$ cat src/rtl/periph_tx_sequencer_if.sv
`default_nettype none
// ============================================================================
//  Module   : periph_tx_sequencer_if
//  Purpose  : Bundles the arbiter, peripheral-FIFO and downstream transmit
//             signals used by periph_tx_sequencer.
//             master : the sequencer side (pops FIFOs, drives tx words)
//             slave  : the environment side (arbiter, FIFOs, FT601 sink)
//  Signals  : grant[2:0]          arbiter's currently granted peripheral
//             rx_fifo_empty[7:0]  per-peripheral FWFT empty flags
//             rx_fifo_dout        8 x DATA_W flattened FIFO heads
//             rx_fifo_rd[7:0]     one-hot pop strobes
//             tx_ready            downstream accepts a word
//             tx_valid/tx_data/tx_last  transmit word, trailer marker
//             read_periph_data    pulse telling the arbiter to move on
//             busy                sequencer not idle
//             timeout_err         stall-abort pulse
//  Revision : 1.0  initial release
// ============================================================================
interface periph_tx_sequencer_if #(
    parameter int DATA_W = 32
);
    logic [2:0]          grant;
    logic [7:0]          rx_fifo_empty;
    logic [8*DATA_W-1:0] rx_fifo_dout;
    logic [7:0]          rx_fifo_rd;
    logic                tx_ready;
    logic                tx_valid;
    logic [DATA_W-1:0]   tx_data;
    logic                tx_last;
    logic                read_periph_data;
    logic                busy;
    logic                timeout_err;

    modport master (
        input  grant, rx_fifo_empty, rx_fifo_dout, tx_ready,
        output rx_fifo_rd, tx_valid, tx_data, tx_last,
               read_periph_data, busy, timeout_err
    );

    modport slave (
        output grant, rx_fifo_empty, rx_fifo_dout, tx_ready,
        input  rx_fifo_rd, tx_valid, tx_data, tx_last,
               read_periph_data, busy, timeout_err
    );
endinterface
`default_nettype wire

$ cat src/rtl/periph_tx_sequencer.sv
`default_nettype none
// ============================================================================
//  Module   : periph_tx_sequencer
//  Purpose  : Drains the granted peripheral FIFO into the downstream write
//             path as packets: header word, 1..MAX_BURST data words, trailer
//             word carrying the data count, then a one-cycle pulse to the
//             arbiter so it can advance the grant.
//  Ports    : clk    - single clock, rising edge
//             rst_n  - asynchronous active-low reset
//             bus    - periph_tx_sequencer_if.master (see interface header)
//  Params   : DATA_W (>=32), MAX_BURST (1..255), TIMEOUT (1..65535)
//  Options  : STALL_TIMEOUT_EN - when defined, a packet stalled for TIMEOUT
//             consecutive cycles is aborted with a timeout_err pulse and
//             released without a trailer. Undefined: stalls wait forever.
//  Revision : 1.0  initial release
// ============================================================================
module periph_tx_sequencer #(
    parameter int DATA_W    = 32,
    parameter int MAX_BURST = 16,
    parameter int TIMEOUT   = 255
) (
    input  logic                  clk,
    input  logic                  rst_n,
    periph_tx_sequencer_if.master bus
);

    typedef enum logic [2:0] {
        S_IDLE    = 3'd0,
        S_HEADER  = 3'd1,
        S_BURST   = 3'd2,
        S_TRAILER = 3'd3,
        S_RELEASE = 3'd4
    } state_t;

    localparam logic [7:0] c_max_burst = 8'(MAX_BURST);
    localparam logic [7:0] c_hdr_tag   = 8'hA5;
    localparam logic [7:0] c_trl_tag   = 8'h5A;

    // Out-of-range parameters are rejected at elaboration.
    if (MAX_BURST < 1 || MAX_BURST > 255) begin : g_bad_max_burst
        $error("periph_tx_sequencer: MAX_BURST must be 1..255");
    end
    if (TIMEOUT < 1 || TIMEOUT > 65535) begin : g_bad_timeout
        $error("periph_tx_sequencer: TIMEOUT must be 1..65535");
    end
    if (DATA_W < 32) begin : g_bad_data_w
        $error("periph_tx_sequencer: DATA_W must be at least 32");
    end

    state_t            state_q, state_d;
    logic [2:0]        cur_id_q, cur_id_d;
    logic [7:0]        count_q, count_d;
    // Set on the first edge after reset release; IDLE may only leave once
    // armed, so the first state change lands on the second edge.
    logic              armed_q;

    logic              w_cur_empty;
    logic              w_valid_raw;
    logic              w_xfer;
    logic              w_timeout;
    logic [DATA_W-1:0] w_tx_data;
    logic              w_tx_last;
    logic [7:0]        w_rd;
    logic              w_release;

    assign w_cur_empty = bus.rx_fifo_empty[cur_id_q];

    // Word offered before any stall-abort masking.
    assign w_valid_raw = (state_q == S_HEADER) || (state_q == S_TRAILER) ||
                         ((state_q == S_BURST) && !w_cur_empty);
    assign w_xfer      = w_valid_raw && bus.tx_ready;

`ifdef STALL_TIMEOUT_EN
    logic [15:0] stall_q, stall_d;
    logic        w_stall;

    assign w_stall   = w_valid_raw && !bus.tx_ready;
    // Abort on the TIMEOUT-th consecutive stalled cycle.
    assign w_timeout = w_stall && (stall_q == 16'(TIMEOUT - 1));

    always_comb begin
        stall_d = '0;
        if (w_stall && !w_timeout) begin
            stall_d = stall_q + 16'd1;
        end
    end

    always_ff @(posedge clk or negedge rst_n) begin
        if (!rst_n) begin
            stall_q <= '0;
        end else begin
            stall_q <= stall_d;
        end
    end
`else
    assign w_timeout = 1'b0;
`endif

    always_ff @(posedge clk or negedge rst_n) begin
        if (!rst_n) begin
            state_q  <= S_IDLE;
            cur_id_q <= '0;
            count_q  <= '0;
            armed_q  <= 1'b0;
        end else begin
            state_q  <= state_d;
            cur_id_q <= cur_id_d;
            count_q  <= count_d;
            armed_q  <= 1'b1;
        end
    end

    always_comb begin
        state_d   = state_q;
        cur_id_d  = cur_id_q;
        count_d   = count_q;
        w_tx_data = '0;
        w_tx_last = 1'b0;
        w_rd      = '0;
        w_release = 1'b0;

        unique case (state_q)
            S_IDLE: begin
                if (armed_q && !bus.rx_fifo_empty[bus.grant]) begin
                    cur_id_d = bus.grant;
                    count_d  = '0;
                    state_d  = S_HEADER;
                end
            end

            S_HEADER: begin
                w_tx_data = DATA_W'({c_hdr_tag, 16'h0000, 5'b00000, cur_id_q});
                if (w_xfer) begin
                    state_d = S_BURST;
                end
            end

            S_BURST: begin
                w_tx_data      = bus.rx_fifo_dout[int'(cur_id_q)*DATA_W +: DATA_W];
                w_rd[cur_id_q] = w_xfer;
                if (w_xfer) begin
                    count_d = count_q + 8'd1;
                    if (count_q + 8'd1 == c_max_burst) begin
                        state_d = S_TRAILER;
                    end
                end else if (w_cur_empty && (count_q != 8'd0)) begin
                    // FIFO ran dry after at least one word: close the packet.
                    state_d = S_TRAILER;
                end
            end

            S_TRAILER: begin
                w_tx_last = 1'b1;
                w_tx_data = DATA_W'({c_trl_tag, 5'b00000, cur_id_q, 8'h00, count_q});
                if (w_xfer) begin
                    state_d = S_RELEASE;
                end
            end

            S_RELEASE: begin
                w_release = 1'b1;
                state_d   = S_IDLE;
            end

            default: begin
                state_d = S_IDLE;
            end
        endcase

        // A stall abort skips the trailer and hands the grant back.
        if (w_timeout) begin
            w_rd    = '0;
            state_d = S_RELEASE;
        end
    end

    assign bus.tx_valid         = w_valid_raw && !w_timeout;
    assign bus.tx_data          = w_tx_data;
    assign bus.tx_last          = w_tx_last;
    assign bus.rx_fifo_rd       = w_rd;
    assign bus.read_periph_data = w_release;
    assign bus.busy             = (state_q != S_IDLE);
    assign bus.timeout_err      = w_timeout;

endmodule
`default_nettype wire

$ cat src/flat_wrapper.sv
// flat-port wrapper written by rule: the top's interface ports become plain ports
module periph_tx_sequencer_flat 
#(
    parameter int DATA_W    = 32,
    parameter int MAX_BURST = 16,
    parameter int TIMEOUT   = 255
)
  (clk, rst_n, bus_grant, bus_rx_fifo_empty, bus_rx_fifo_dout, bus_tx_ready, bus_rx_fifo_rd, bus_tx_valid, bus_tx_data, bus_tx_last, bus_read_periph_data, bus_busy, bus_timeout_err);
  periph_tx_sequencer_if #(.DATA_W(DATA_W)) bus_i ();
  input  logic clk;
  input  logic rst_n;
  input wire logic [$bits(bus_i.grant)-1:0] bus_grant;
  input wire logic [$bits(bus_i.rx_fifo_empty)-1:0] bus_rx_fifo_empty;
  input wire logic [$bits(bus_i.rx_fifo_dout)-1:0] bus_rx_fifo_dout;
  input wire logic [$bits(bus_i.tx_ready)-1:0] bus_tx_ready;
  output wire logic [$bits(bus_i.rx_fifo_rd)-1:0] bus_rx_fifo_rd;
  output wire logic [$bits(bus_i.tx_valid)-1:0] bus_tx_valid;
  output wire logic [$bits(bus_i.tx_data)-1:0] bus_tx_data;
  output wire logic [$bits(bus_i.tx_last)-1:0] bus_tx_last;
  output wire logic [$bits(bus_i.read_periph_data)-1:0] bus_read_periph_data;
  output wire logic [$bits(bus_i.busy)-1:0] bus_busy;
  output wire logic [$bits(bus_i.timeout_err)-1:0] bus_timeout_err;
  assign bus_i.grant = bus_grant;
  assign bus_i.rx_fifo_empty = bus_rx_fifo_empty;
  assign bus_i.rx_fifo_dout = bus_rx_fifo_dout;
  assign bus_i.tx_ready = bus_tx_ready;
  assign bus_rx_fifo_rd = bus_i.rx_fifo_rd;
  assign bus_tx_valid = bus_i.tx_valid;
  assign bus_tx_data = bus_i.tx_data;
  assign bus_tx_last = bus_i.tx_last;
  assign bus_read_periph_data = bus_i.read_periph_data;
  assign bus_busy = bus_i.busy;
  assign bus_timeout_err = bus_i.timeout_err;
  periph_tx_sequencer #(.DATA_W(DATA_W), .MAX_BURST(MAX_BURST), .TIMEOUT(TIMEOUT)) u_core (.clk(clk), .rst_n(rst_n), .bus(bus_i));
endmodule
$ cat config.mk
export PLATFORM = sky130hd
export DESIGN_NAME = periph_tx_sequencer_flat
export DESIGN_NICKNAME = d
export VERILOG_FILES = /design/src/rtl/periph_tx_sequencer_if.sv /design/src/rtl/periph_tx_sequencer.sv /design/src/flat_wrapper.sv
export SDC_FILE = /design/constraint.sdc
export NUM_CORES = 1
export LEC_CHECK = 0
export ABC_AREA = 1
export CORE_AREA = 2 2 122 124
export DETAILED_ROUTE_END_ITERATION = 10
export DIE_AREA = 0 0 124 126
export RECOVER_POWER = 100
export SLEW_MARGIN = 20
export SYNTH_ARGS = -nofsm -noshare
export SYNTH_HDL_FRONTEND = slang
export SYNTH_SLANG_ARGS = --single-unit
$ cat constraint.sdc
create_clock -name clk -period 4.5 [get_ports clk]
set_input_delay 0.45 -clock clk [delete_from_list [all_inputs] [get_ports clk]]
set_output_delay 0.45 -clock clk [all_outputs]
set_load 0.05 [all_outputs]
==> flow_summary.ini <==
[synthesis]
synth_seq_cells = 15
syn-num-nets = 788
yosys-top-cells-area = nand2_1 24%, dfrtp_1 13%, a221oi_1 8.5%
syn_inst = 515
synth_top_area_cell = nand2_1
netlist_area_um2 = 2890
synth_flop_cell = dfrtp_1
ys_seq_area_frac = 0.130
ys_async_sr_fraction = 1.00
synth_cell_types = 37
synth-warning-count = 0
synth_top_area_share = 0.239
syn_avg_cell_area_um2 = 5.60
synth_edf_count = 0

[critical_path]
crit_chain = inv_1 > nor2_1 > buf_4 > a22oi_1 > a31oi_1 > dlygate4sd3_1
slowest_stage = dlygate4sd3_1
max_stage_delay_ns = 0.92
cp.required_ns = 4.05
startpoint_type = flop
reg2reg_depth = 13
critPathMaxFanout = 13
worstSetupEndpointType = primary output
critical_path_class = reg2out
cp.arrival_ns = 3.59

[floorplan]
start_util = 0.202
core-area_um2 = 14300
fp.dieW_um = 124
placementRows = 44
ioPinCount = 315
dieArea_um2 = 15600
die_h_um = 126

[power]
total_leakage_power_nw = 2.68
total_power_mw = 3.19
ir_worst_vdd_mv = 0.337
power_density_nw_per_um2 = 509

[layout]
drive_gt1_frac = 0.0295
fillCellCount = 1501
final_cell_area_um2 = 6260
ff_latch_area_um2 = 375
area_delta_synth_final_pct = 117
final_nets = 1087
final_core_util = 0.438
multi_input_area_um2 = 2150

[sta]
finClkSkew_ns = 0.00539
fmax_ghz = 0.247
slew_headroom = 0.444
rsz0062_at_grt = false
hold_viol_final = 0
worst_pin_slew_ns = 0.832
post-route-period-util = 0.898
slew_violations = 0
min_period_ns = 4.04
setup_viol = 0
tns_ns = 0

[flow_run]
max-cap-violations = 0

[clock_network]
cts_resized = 0
root_buffer = clkbuf_16
cts_buffer_depth = 2
ctsHoldBuffers = 0
path_clk_slew_ns = 0.05
worst_skew_pair.late_latency_ns = 0.25
htreeDepth = 1
cts_buffers = 3
numClockSinks = 15
cts_tree = built
post_cts_buffers = 0

[route]
via_count = 5082
drtAntennaViolNets = 0
routedWlPerCell_um = 21.3
routed_via_density = 5.09
drtIter0Drc = 351
drc = 0
drtPass1Iterations = 5
wl_mm = 21.2

[grt]
grt.total_usage = 0.258
antenna_found_initial = 1
grt_max_degree = 29
grt_pass1_wl_mm = 30.5
grt_overflow_total = 0
grt_pass1_vias = 5209

[placement]
place_congestion = 0.944
portBuffers = 313
dp_hpwl_mm = 17.1
placed_area_um2 = 6190

[min_path]
min_path_type = reg2reg
hold_depth = 2

[status]
status = finished clean
-- worst max-delay path: cells and delay by family, from the launching register on --
kind            cells  cell delay, ns
simple gates        1            0.68
compound gates      2            0.45
flops               1            0.66
buf+inv             3            1.54
-- worst paths after layout --
| path | startpoint | endpoint | slack, ns |
|---|---|---|---|
| worst max-delay path | u_core.cur_id_q[0]$_DFFE_PN0P_ | bus_tx_data[9] | 0.46 |
| worst min-delay path | u_core.state_q[1]$_DFFE_PN0P_ | u_core.state_q[1]$_DFFE_PN0P_ | 0.56 |
| worst max register to register | u_core.cur_id_q[0]$_DFFE_PN0P_ | u_core.state_q[1]$_DFFE_PN0P_ | 1.99 |
| worst min register to register | u_core.state_q[1]$_DFFE_PN0P_ | u_core.state_q[1]$_DFFE_PN0P_ | 0.56 |
| max in group asynchronous | rst_n | u_core.cur_id_q[0]$_DFFE_PN0P_ | 3.32 |
| min in group asynchronous | rst_n | u_core.count_q[4]$_DFFE_PN0P_ | 0.70 |
-- Yosys cell counts, drive strengths merged, types with 2 or more instances --
master and instances:
o22ai 4, ha 3, nand4 7, dfrtp 15
xor2 2, nand2 187, a31oi 10, a22oi 22
a211oi 5, nor2 40, nand3 27, a221oi 28
o31ai 3, inv 59, clkbuf 7, a21oi 19
conb 2, a41oi 4, o21ai 23, nor3 5
buf 22, a22o 13
-- layout by cell type, fill, tap and decap left out, types with 5 or more instances in the layout --
| master | n |
|---|---|
| a22oi_1 | 22 |
| a221oi_1 | 28 |
| clkdlybuf4s50_1 | 271 |
| dfrtp_1 | 15 |
| nor2_1 | 35 |
| nand2_1 | 186 |
| nor3_1 | 5 |
| nand4_1 | 7 |
| nand3_1 | 26 |
| dlygate4sd3_1 | 42 |
| o21ai_0 | 23 |
| a21oi_1 | 18 |
| a22o_1 | 13 |
| a31oi_1 | 10 |
| inv_1 | 57 |
| a211oi_1 | 5 |
| buf_4 | 10 |
-- cell type report --
cell class | count | share of cell area
clock buffer | 4 | 0.0126
timing repair buffer | 323 | 0.512
sequential | 15 | 0.0599
antenna | 1 | 0.000400
inverter | 59 | 0.0354
tap | 184 | 0.0368
multi-input combinational | 412 | 0.343
-- per-layer routing --
| layer | vias up | GRT usage | share of wire |
|---|---|---|---|
| met4 | 0 | 0.0674 | 0.028 |
| met5 | - | 0 | 0 |
| met2 | 290 | 0.459 | 0.49 |
| met3 | 38 | 0.0408 | 0.085 |
| li1 | 2371 | - | - |
| met1 | 2383 | 0.319 | 0.40 |
-- where the power goes --
group          total, mW  switching [mW]  internal, mW
sequential         0.269          0.0819         0.187
clock              0.180          0.0594         0.120
combinational       2.74            1.83         0.910
-- cells by family (layout without fill, tap and decap cells) --
| kind of cell | after synthesis | count (layout) | synth area share |
|---|---|---|---|
| flip-flops | 15 | 15 | 0.130 |
| other | 2 | 3 | 0.00260 |
| adder cells (fa/ha/maj) | 3 | 3 | 0.0130 |
| AND/OR/NAND/NOR | 268 | 268 | 0.379 |
| XOR/XNOR | 3 | 3 | 0.00911 |
| buffers and inverters | 88 | 386 | 0.131 |
| AO/OA/AOI/OAI | 136 | 136 | 0.336 |
-- state kept, by name, indices dropped and copies added, names as in the netlist --
register	count
u_core.count_q	8
u_core.state_q	3
u_core.cur_id_q	3
u_core.armed_q	1
-- per-stage QoR --
step                hold slack, ns  setup slack, ns  cells
floorplan                    0.154             1.29    515
global placement             0.503            0.909    993
detailed placement           0.529            0.860    993
CTS                          0.543            0.570    997
global route                 0.565            0.195    998
finish                       0.557            0.459    998
Power figures use the tool's default switching activity.
